==> config.mk <==
export PLATFORM = sky130hd
export DESIGN_NAME = gcd_operand_feeder
export DESIGN_NICKNAME = d
export VERILOG_FILES = /design/src/rtl/gcd_operand_feeder.sv
export SDC_FILE = /design/constraint.sdc
export NUM_CORES = 1
export LEC_CHECK = 0
export BUFFER_PORTS_ARGS = -buffer_cell sky130_fd_sc_hd__buf_2
export CAP_MARGIN = 0
export CORE_ASPECT_RATIO = 0.8
export CORE_MARGIN = 2
export CORE_UTILIZATION = 63
export DETAILED_ROUTE_END_ITERATION = 8
export GPL_TIMING_DRIVEN = 0
export PLACE_DENSITY = 0.84
export SLEW_MARGIN = 15
export SYNTH_ARGS = -nofsm -noshare
export SYNTH_HDL_FRONTEND = slang
export SYNTH_SLANG_ARGS = --single-unit
==> constraint.sdc <==
create_clock -name clk -period 7.5 [get_ports clk]
set_clock_uncertainty 0.05 [all_clocks]
set_input_delay 1.125 -clock clk [delete_from_list [all_inputs] [get_ports clk]]
set_output_delay 1.125 -clock clk [all_outputs]
set_load 0.02 [all_outputs]
==> src/rtl/gcd_operand_feeder.sv <==
// Operand-pair FIFO and load sequencer for the subtraction GCD controller.
// Optional `GCD_TIMEOUT_EN adds a RUN watchdog and a timeout output port.
module gcd_operand_feeder #(
    parameter int WIDTH   = 16,
    parameter int DEPTH   = 4,
    parameter int TIMEOUT = 1024
) (
    input  logic                     clk,
    input  logic                     rst_n,
    input  logic                     in_valid,
    output logic                     in_ready,
    input  logic [WIDTH-1:0]         in_a,
    input  logic [WIDTH-1:0]         in_b,
    output logic [WIDTH-1:0]         data_in,
    output logic                     start,
    input  logic                     done,
    output logic                     busy,
    output logic [3:0]               job_tag,
    output logic                     err_zero,
`ifdef GCD_TIMEOUT_EN
    output logic                     timeout,
`endif
    output logic [$clog2(DEPTH):0]   pend_count
);

    localparam int PW = $clog2(DEPTH);
    localparam int CW = PW + 1;

    typedef enum logic [2:0] {
        S_IDLE,
        S_LOAD_A,
        S_LOAD_B,
        S_RUN,
        S_DONE_POP
    } state_t;

    state_t           r_state;
    logic [WIDTH-1:0] r_memA [DEPTH];
    logic [WIDTH-1:0] r_memB [DEPTH];
    logic [PW-1:0]    r_wrPtr;
    logic [PW-1:0]    r_rdPtr;
    logic [CW-1:0]    r_count;
    logic [WIDTH-1:0] r_data;
    logic             r_start;
    logic             r_busy;
    logic [3:0]       r_jobTag;
    logic             r_errZero;
    logic             r_runFirst;

    logic w_full;
    logic w_accept;
    logic w_zero;
    logic w_push;
    logic w_pop;

    assign w_full   = (r_count == CW'(DEPTH));
    assign w_accept = in_valid && !w_full;
    assign w_zero   = (in_a == '0) || (in_b == '0);
    assign w_push   = w_accept && !w_zero;
    assign w_pop    = (r_state == S_DONE_POP);

    assign in_ready   = !w_full;
    assign data_in    = r_data;
    assign start      = r_start;
    assign busy       = r_busy;
    assign job_tag    = r_jobTag;
    assign err_zero   = r_errZero;
    assign pend_count = r_count;

    always_ff @(posedge clk) begin
        if (w_push) begin
            r_memA[r_wrPtr] <= in_a;
            r_memB[r_wrPtr] <= in_b;
        end
    end

    always_ff @(posedge clk or negedge rst_n) begin
        if (!rst_n) begin
            r_wrPtr   <= '0;
            r_count   <= '0;
            r_errZero <= 1'b0;
        end else begin
            r_errZero <= w_accept && w_zero;
            if (w_push) begin
                r_wrPtr <= r_wrPtr + 1'b1;
            end
            case ({w_push, w_pop})
                2'b10:   r_count <= r_count + 1'b1;
                2'b01:   r_count <= r_count - 1'b1;
                default: r_count <= r_count;
            endcase
        end
    end

`ifdef GCD_TIMEOUT_EN
    localparam int TCW = $clog2(TIMEOUT + 1);
    logic [TCW-1:0] r_runCnt;
    logic           r_timeout;
    assign timeout = r_timeout;
`endif

    // Outputs are registered from the current state, so they trail the state by one cycle.
    always_ff @(posedge clk or negedge rst_n) begin
        if (!rst_n) begin
            r_state    <= S_IDLE;
            r_rdPtr    <= '0;
            r_data     <= '0;
            r_start    <= 1'b0;
            r_busy     <= 1'b0;
            r_jobTag   <= '0;
            r_runFirst <= 1'b0;
`ifdef GCD_TIMEOUT_EN
            r_runCnt   <= '0;
            r_timeout  <= 1'b0;
`endif
        end else begin
            r_busy  <= (r_state != S_IDLE);
            r_start <= 1'b0;
`ifdef GCD_TIMEOUT_EN
            r_timeout <= 1'b0;
`endif
            case (r_state)
                S_IDLE: begin
                    r_data <= '0;
                    if (r_count != '0) begin
                        r_state <= S_LOAD_A;
                    end
                end
                S_LOAD_A: begin
                    r_data  <= r_memA[r_rdPtr];
                    r_start <= 1'b1;
                    r_state <= S_LOAD_B;
                end
                S_LOAD_B: begin
                    r_data     <= r_memB[r_rdPtr];
                    r_runFirst <= 1'b1;
                    r_state    <= S_RUN;
`ifdef GCD_TIMEOUT_EN
                    r_runCnt   <= '0;
`endif
                end
                S_RUN: begin
                    // The first RUN cycle may still see the previous job's done level.
                    r_data     <= r_memB[r_rdPtr];
                    r_runFirst <= 1'b0;
`ifdef GCD_TIMEOUT_EN
                    r_runCnt   <= r_runCnt + 1'b1;
                    if (!r_runFirst && done) begin
                        r_state <= S_DONE_POP;
                    end else if (r_runCnt == TCW'(TIMEOUT - 1)) begin
                        r_timeout <= 1'b1;
                        r_state   <= S_DONE_POP;
                    end
`else
                    if (!r_runFirst && done) begin
                        r_state <= S_DONE_POP;
                    end
`endif
                end
                S_DONE_POP: begin
                    r_data   <= '0;
                    r_jobTag <= r_jobTag + 1'b1;
                    r_rdPtr  <= r_rdPtr + 1'b1;
                    r_state  <= S_IDLE;
                end
                default: begin
                    r_state <= S_IDLE;
                end
            endcase
        end
    end

endmodule

### Yosys cells after proc, flatten, opt, wreduce, memory -nomap -nowiden

Memory sizes are Yosys's and may differ from the RTL's.
Cells that the tools add are included.

* register bits after elaboration: 34
* memory bits (writable): 128
* input port bits: 36
* output and inout bits: 27
* logic and storage cells: 54
* memories: 2

Memory list
* r_memA: depth 4, width 16, read ports 1, clocked after Yosys merged registers in 0, wr ports 1, RTL line 38 `logic [WIDTH-1:0] r_memA [DEPTH];`
* r_memB: depth 4, width 16, read ports 1, clocked after Yosys merged registers in 0, wr ports 1, RTL line 39 `logic [WIDTH-1:0] r_memB [DEPTH];`

* add/subtract/negate cells: 5
* eq/ne operators: 9
* multiplexer cells: 9
* reduce and logical (&&, ||, !) cells: 19

Operators with widths (number)
* one-hot mux 16 bit (3 select lines): 1
* zero test 16 bit: 2
* one-hot mux 3 bit (4 select lines): 1
* nonzero test 3 bit: 3
* equality test 3 x 2 -> 1 bit, second input constant: 2
* equality test 3 bit, second input constant: 2
* two-way mux 3 bit: 2
* one-hot mux 3 bit (2 select lines): 1
* adder 2 x 1 -> 2 bit, second input constant: 2
* adder 4 x 1 -> 4 bit, second input constant: 1
* logical AND 1 bit: 4
* != test 2 bit, second input constant: 2
* nonzero test 2 bit: 2
* OR reduction 2 bit: 2
* adder 3 x 1 -> 3 bit, second input constant: 1
* equality test 3 x 1 -> 1 bit, second input constant: 1
* zero test 1 bit: 3
* zero test 3 bit: 1
* two-way mux 1 bit: 3
* subtractor 3 x 1 -> 3 bit, second input constant: 1
* equality test 2 x 1 -> 1 bit, second input constant: 1
* equality test 2 bit, second input constant: 1
* one-hot mux 1 bit (2 select lines): 1
* AND reduction 2 bit: 1
* logical OR 1 bit: 1

### Logic depth before layout (Yosys ltp)

Gate-level depths: netlist of run 1.

* depth after elaboration: 6
* mapped depth: 9

### Worst setup path after synthesis of run 1

OpenSTA, ideal clock, no wires.

* path type: input port to flip-flop
* start point: input in_a[0]
* end point: memory r_memA[0][0] (enable)
* library setup time: 421 ps
* arrival: 2880 ps
* path slack: 4148 ps
* stages on the path: 4
* buffers on the path: 0
* cell sequence: nor4_1 -> nand4_1 -> nand4_2 -> nor2_1

* word-level cells in the longest chain between the ends: 6

RTL lines
* from (decl): RTL line 12 `input logic [WIDTH-1:0] in_a,`
* zero test 16 bit: RTL line 58 `assign w_zero = (in_a == '0) || (in_b == '0);`
* logical OR 1 bit: RTL line 58
* zero test 1 bit: RTL line 59 `assign w_push = w_accept && !w_zero;`
* logical AND 1 bit: RTL line 59
* two-way mux 1 bit: RTL line 71 `if (w_push) begin`
* two-way mux 1 bit (implied by the code): RTL line 72 `r_memA[r_wrPtr] <= in_a;`
* to (decl): RTL line 38

No other way between the ends.

### Worst setup path in the final report of run 1

* start point: input in_b[10]
* end point: register r_count[2], in the netlist pend_count[2]

* word-level cells in the longest chain between the ends: 6
* elaborated cells on any way between the ends: 8
* those cells by class: eq/ne (2); mux (1); reduce/logical (5)

RTL lines
* from (decl): RTL line 13 `input logic [WIDTH-1:0] in_b,`
* zero test 16 bit (*): RTL line 58
* logical OR 1 bit (*): RTL line 58
* zero test 1 bit (*): RTL line 59
* logical AND 1 bit (*): RTL line 59
* equality test 2 x 1 -> 1 bit or equality test 2 bit (tied branches): RTL line 87 `case ({w_push, w_pop})`
* one-hot mux 3 bit (2 select lines) or nonzero test 2 bit (tied branches)
* to (signal assigned): RTL line 88 `2'b10: r_count <= r_count + 1'b1;`
* to (signal assigned): RTL line 89 `2'b01: r_count <= r_count - 1'b1;`
* to (signal assigned): RTL line 90 `default: r_count <= r_count;`
* to (decl): RTL line 42 `logic [CW-1:0] r_count;`

Mark *: on every way between the ends. The rest lies on a longest branch, timed or not.
A chain may end at the register's enable or synchronous reset.

==> results of run 1 <==
## kinds of logic (layout without fill, tap and decap cells)
family                   Yosys count  count (layout)  share of synthesized area
multiplexers                      51              51                      0.145
adder cells (fa/ha/maj)            7               7                     0.0150
flip-flops                       162             162                      0.742
XOR/XNOR                           9               9                     0.0125
buffers and inverters             30             128                     0.0263
AO/OA/AOI/OAI                     37              37                     0.0328
AND/OR/NAND/NOR                   33              33                     0.0263
## sequential cells by signal, indices dropped and copies added, names as in the netlist
name / flops
r_memA: 64
r_memB: 64
data_in: 16
job_tag: 4
pend_count: 3
r_state: 3
r_rdPtr: 2
r_wrPtr: 2
busy: 1
err_zero: 1
r_runFirst: 1
start: 1
## worst min-delay path by stage
| stage | startpoint | to | slack, ps | cells past startpoint |
|---|---|---|---|---|
| after floorplan | r_runFirst | r_runFirst | 420 | 2 |
| after global placement | job_tag[3] | job_tag[3] | 410 | 1 |
| after detailed placement | job_tag[3] | job_tag[3] | 410 | 1 |
| after CTS | job_tag[3] | job_tag[3] | 420 | 1 |
| after global routing | job_tag[3] | job_tag[3] | 450 | 1 |
| final | job_tag[3] | job_tag[3] | 410 | 1 |
## cells in the mapped netlist
cell type    n
o22ai_1     16
clkinv_1     1
nand4_2      1
ha_1         6
mux2i_1     17
buf_6        2
nor4_1       8
o31ai_1      1
mux4_1       2
inv_1       12
nand2_1      7
buf_2        5
xnor2_1      7
dfrtp_1     34
fa_1         1
mux4_2      30
nand4_1      3
buf_12       2
o21ai_0      1
xor2_1       2
clkbuf_1     8
a21oi_1     19
nand2b_1     1
nor3_1       3
nor2_1      10
edfxtp_1   128
mux2_2       2
## worst register-to-register path, cell delays in order (launching register included)
cell     delay [ps]
dfrtp_1         420
nor2_1          190
nand2_1         130
nand4_2         310
ha_1            250
inv_1            60
fa_1            370
xor2_1          150
nor2_1          110
xor2_1          180
## cell type report
type,instances,area (um2)
buffer,17,118
clock buffer,18,429
clock inverter,14,161
fill,517,2170
inverter,13,48.8
multi-input combinational,137,1500
sequential,162,4690
tap,136,170
timing repair buffer,66,398
## per-stage QoR
| step | power, mW | std cells | instance area, um2 | hold slack, ps |
|---|---|---|---|---|
| final | 3.20 | 563 | 7520 | 414 |
| after floorplan | 1.97 | 329 | 6330 | 418 |
| after global placement | 2.23 | 527 | 6810 | 408 |
| after CTS | 3.20 | 563 | 7520 | 420 |
| after detailed placement | 2.31 | 531 | 6930 | 412 |
| after global routing | 3.33 | 563 | 7520 | 449 |
## power by group
part | internal (mW) | switching, mW
Combinational | 0.422 | 0.585
Clock | 0.521 | 0.347
Sequential | 1.22 | 0.105
## metal layers
layer  part of all wire  vias to the layer above  wire, um
met5                  0                        -         0
met4              0.031                        0       426
met3              0.087                       42      1190
met2               0.48                      209      6610
met1               0.40                     1788      5470
li1                   -                     1485         -
==> impl_metrics.toml, run 1 <==
[run_status]
outcome = "complete, no violations"

[pwr]
ir_worst_vdd_uv = 245
power_density_mw_per_mm2 = 425
leakagePower_nw = 2.73

[die]
die_area_mm2 = 0.0109
dieWidth_um = 116
pin_count = 63
fp.coreArea_mm2 = 0.00969
rows = 32
initial_utilization = 0.653
die_y_um = 93.7

[global_route]
grt.busiest_layer = "met2"
grt_first_pass_wirelength_mm = 20.9
grt_use_met2 = 0.416
met3_usage = 0.0877
track_usage = 0.280
grt_max_degree = 35
grt_pass1_vias = 3685
grt-ovfl-total = 0
use_met1 = 0.384
grt_antenna_before_repair = 0

[logic_synthesis]
avgSynthCellArea_um2 = 19.2
synth-seq-area-share = 0.742
synthCells = 329
synth_cell_types = 27
synth_top_area_share = 0.607
synth_area_leaders = "edfxtp_1 61%, dfrtp_1 13%, mux4_2 11%"
yosys_register_bits = 162
synth_area_leader_cell = "edfxtp_1"
syn_nets = 372
synth_area_mm2 = 0.00633
ys_warn_count = 0

[route]
dr.first_iter.drc_count = 301
drt-pass1-iter-count = 5
wl_mm = 13.7
avgRoutedWirePerCell_um = 24.3
vias = 3524
drcViolationCount = 0
vias_per_cell = 6.26
antenna_left = 0

[worst_setup_path]
worst_path_largest_cell_delay_ps = 460
worstPathRequired_ps = 7790
cpMostUsedCell = "xor2_1"
reg2reg_from = "pend_count[0]"
r2r_end = "pend_count[2]"
cp_cell_sequence = "buf_2 -> nor4_1 -> nand4_1 -> nand4_2 -> ha_1 -> inv_1 -> fa_1 -> xor2_1 -> nor2_1 -> xor2_1"
crit_arrival_ps = 3590
cpLargestDelayFamily = "simple AND/OR/NAND/NOR gates"
critPathBufInv = 2
rr_worst_depth = 9
crit_cells = 10
cp-startpoint = "in_b[10]"
slowest_stage = "nor4_1"
crit_end = "pend_count[2]"
end_kind = "flop"
r2r_setup_slack_ps = 5210
critPathLaunchType = "input pin"
critPathKind = "in2reg"
cp_max_fo = 7

[timing]
finalSetupTns_ps = 0
setup_violations = 0
min_period_ps = 3310
grt_setup_unrepaired = "no"
fin_crit_sh = 0.441
maxSlewViolCount = 0
worstMarginPinSlew_ps = 736
hold_violations = 0
timing.slew.headroom = 0.509
layout_setup_ws_ps = 4190
fmax_mhz = 302

[layout]
final_common_cell = "edfxtp_1"
num_antenna_cells = 0
fin_util = 0.776
drive_gt1_frac = 0.330
fin_nets = 457
layout_common_cells = "128 x edfxtp_1, 67 x buf_2, 34 x dfrtp_1"
area_growth_pct = 18.8

[placed_design]
place_ws_ps = 3780
dp_hpwl_mm = 8.45
port_buffers = 62
gp_congestion = 0.836

[clock_network]
ctsResizeCount = 0
clk_pin_slew_ps = 60
numCtsBuffers = 17
cts_buffer_depth = 2
cts_hold_buf = 0
cts-root-buf = "clkbuf_16"
cts_tree = "yes"
cts.sink_count = 162
worstSkewPairLatency_ps = 430
post_cts_buffers = 0
htreeDepth = 4

[flow_run]
cap_violations = 0

[min_path]
min_path_type = "reg2reg"
(Power assumes the default switching activity.)
==> run 2: changes to the inputs <==
--- a/config.mk
+++ b/config.mk
@@ -5,14 +5,15 @@
 export SDC_FILE = /design/constraint.sdc
 export NUM_CORES = 1
 export LEC_CHECK = 0
+export ABC_AREA = 1
 export BUFFER_PORTS_ARGS = -buffer_cell sky130_fd_sc_hd__buf_2
 export CAP_MARGIN = 0
 export CORE_ASPECT_RATIO = 0.8
 export CORE_MARGIN = 2
-export CORE_UTILIZATION = 63
+export CORE_UTILIZATION = 59
 export DETAILED_ROUTE_END_ITERATION = 8
 export GPL_TIMING_DRIVEN = 0
-export PLACE_DENSITY = 0.84
+export PLACE_DENSITY = 0.79
 export SLEW_MARGIN = 15
 export SYNTH_ARGS = -nofsm -noshare
 export SYNTH_HDL_FRONTEND = slang
==> constraint.sdc (replaced) <==
create_clock -name clk -period 3.2 [get_ports clk]
set_clock_uncertainty 0.05 [all_clocks]
set_input_delay 0.48 -clock clk [delete_from_list [all_inputs] [get_ports clk]]
set_output_delay 0.48 -clock clk [all_outputs]
set_load 0.02 [all_outputs]
==> impl_metrics.toml, run 2 <==
[clock_network]
cts-root-buf = "clkbuf_16"
cts_tree = "yes"
worstSkewPairLatency_ps = 430
clk_pin_slew_ps = 70
cts_buffer_depth = 2
numCtsBuffers = 17
cts_hold_buf = 0
ctsResizeCount = 0
post_cts_buffers = 0
htreeDepth = 4
cts.sink_count = 162

[die]
dieWidth_um = 123
pin_count = 63
die_area_mm2 = 0.0123
initial_utilization = 0.612
die_y_um = 99.5
fp.coreArea_mm2 = 0.0110
rows = 34

[logic_synthesis]
yosys_register_bits = 162
synthCells = 602
ys.flop_type = "edfxtp_1"
synth_area_mm2 = 0.00672
synth_area_leader_cell = "edfxtp_1"
synth_top_area_share = 0.572
async_flop_share = 0.210
avgSynthCellArea_um2 = 11.2
synth.most_common_cell = "nand2_1"
synth_edf_count = 128
ys_warn_count = 0
syn_nets = 645
synth_area_leaders = "edfxtp_1 57%, nand2_1 13%, dfrtp_1 13%"
synth-seq-area-share = 0.699
synth_common_cells = "237 x nand2_1, 128 x edfxtp_1, 46 x nor2_1"
synth_cell_types = 28

[worst_setup_path]
slowest_stage = "nand3_1"
reg2reg_from = "pend_count[0]"
cp-startpoint = "in_b[13]"
crit_end = "pend_count[2]"
r2r_setup_slack_ps = 740
crit_cells = 12
rr_worst_depth = 5
cpLargestDelayFamily = "simple AND/OR/NAND/NOR gates"
end_kind = "flop"
crit_arrival_ps = 2830
cp_max_fo = 7
critPathLaunchType = "input pin"
worstPathRequired_ps = 3450
critPathBufInv = 2
worst_path_largest_cell_delay_ps = 450
cp_cell_sequence = "buf_2 -> nor2_1 -> nand2_1 -> nor2_1 -> nand2_1 -> nand3_1 -> ha_1 -> inv_1 -> fa_1 -> a21oi_1 -> o21ai_0 -> xor2_1"
r2r_end = "r_memA[1][14]"
critPathKind = "in2reg"

[placed_design]
placed_cell_area_mm2 = 0.00735
port_buffers = 62
gp_congestion = 0.839
place_ws_ps = 219
dp_hpwl_mm = 10.0

[route]
vias_per_cell = 5.63
avgRoutedWirePerCell_um = 18.3
wl_mm = 15.4
antenna_left = 0
vias = 4755
drt-pass1-iter-count = 7
dr.first_iter.drc_count = 514
drcViolationCount = 0

[pwr]
leakagePower_nw = 3.33
power_density_mw_per_mm2 = 1030
ir_worst_vdd_uv = 554

[timing]
hold_violations = 0
setup_violations = 0
maxSlewViolCount = 0
fmax_mhz = 388
layout_setup_ws_ps = 624
finalSetupTns_ps = 0
worstMarginPinSlew_ps = 797
timing.slew.headroom = 0.469
fin_crit_sh = 0.805
grt_setup_unrepaired = "no"
min_period_ps = 2580
holdWs_ps = 82.9

[global_route]
grt_first_pass_wirelength_mm = 24.7
grt_antenna_before_repair = 1
grt-ovfl-total = 0
grt_max_degree = 35
grt_pass1_vias = 4823
track_usage = 0.276

[layout]
area_growth_pct = 18.6
layout_common_cells = "237 x nand2_1, 128 x edfxtp_1, 79 x buf_2"
regArea_mm2 = 0.00469
n_fill_cell = 732
fin_util = 0.726
design_area_mm2 = 0.00797
multiInputGateArea_mm2 = 0.00183
final_common_cell = "nand2_1"
drive_gt1_frac = 0.197
fin_nets = 730

[min_path]
min_path_type = "in2async"

[run_status]
outcome = "complete, no violations"

[flow_run]
cap_violations = 0
[run 2: cell types whose count changed in the layout (fill, tap and decap cells not counted), moves of 9 or more]
cell / delta
nand3_1: +40
nand3_2: +9
mux2i_1: -17
nand2_1: +230
o22ai_1: -16
a21oi_1: -18
buf_2: +12
mux4_2: -30
o21ai_0: +28
nor2_1: +36
[run 2: worst reg2reg max path, delay by kind of cell (launching register included)]
kind | cells | cell delay (ps)
buffers and inverters | 1 | 250
AOI/OAI and AO/OA | 1 | 280
and+or+nand+nor | 3 | 1170
DFF | 1 | 400
[run 2: worst min path at each step]
stage          startpoint       endpoint  slack, ps  cells after the start
2_1_floorplan       rst_n           busy        130                      0
3_3_place_gp   job_tag[3]     job_tag[3]        400                      1
3_5_place_dp   job_tag[3]     job_tag[3]        400                      1
4_1_cts             rst_n     r_state[2]        110                      1
5_1_grt             rst_n  pend_count[2]        140                      1
6_report            rst_n     data_in[0]         80                      1
[run 2: routing by layer]
| metal | track usage | up-vias | routed length, um |
|---|---|---|---|
| met4 | 0.149 | 0 | 624 |
| met2 | 0.429 | 254 | 7400 |
| met3 | 0.0705 | 48 | 1380 |
| li1 | - | 2192 | - |
| met1 | 0.360 | 2261 | 6030 |
| met5 | 0 | - | 0 |
[run 2: cell type report]
type	count	share of cell area
sequential	162	0.589
multi-input combinational	394	0.230
clock buffer	17	0.0534
timing repair buffer	66	0.0528
clock inverter	15	0.0239
tap	144	0.0226
buffer	25	0.0184
inverter	21	0.00989
antenna	1	0.000314
[run 2: where the power goes]
group          total, mW  switching [mW]  leakage (nW)  internal [mW]
registers           3.06           0.225          1.59           2.84
clock network       2.11           0.815         0.290           1.30
logic               3.07            2.11          1.45          0.960
[run 2: metrics by stage]
stage	total power, mW	std cells
3_3_place_gp	5.87	808
6_report	8.24	845
5_1_grt	8.71	844
3_5_place_dp	6.09	812
2_1_floorplan	5.05	602
4_1_cts	8.24	844
[run 2: cell families after synthesis]
logic type      Yosys count  share of synthesized area
compound gates           40                     0.0305
xor+xnor                  6                    0.00782
fa+ha+maj                 7                     0.0142
buf+inv                  46                     0.0335
flops                   162                      0.699
simple gates            341                      0.215
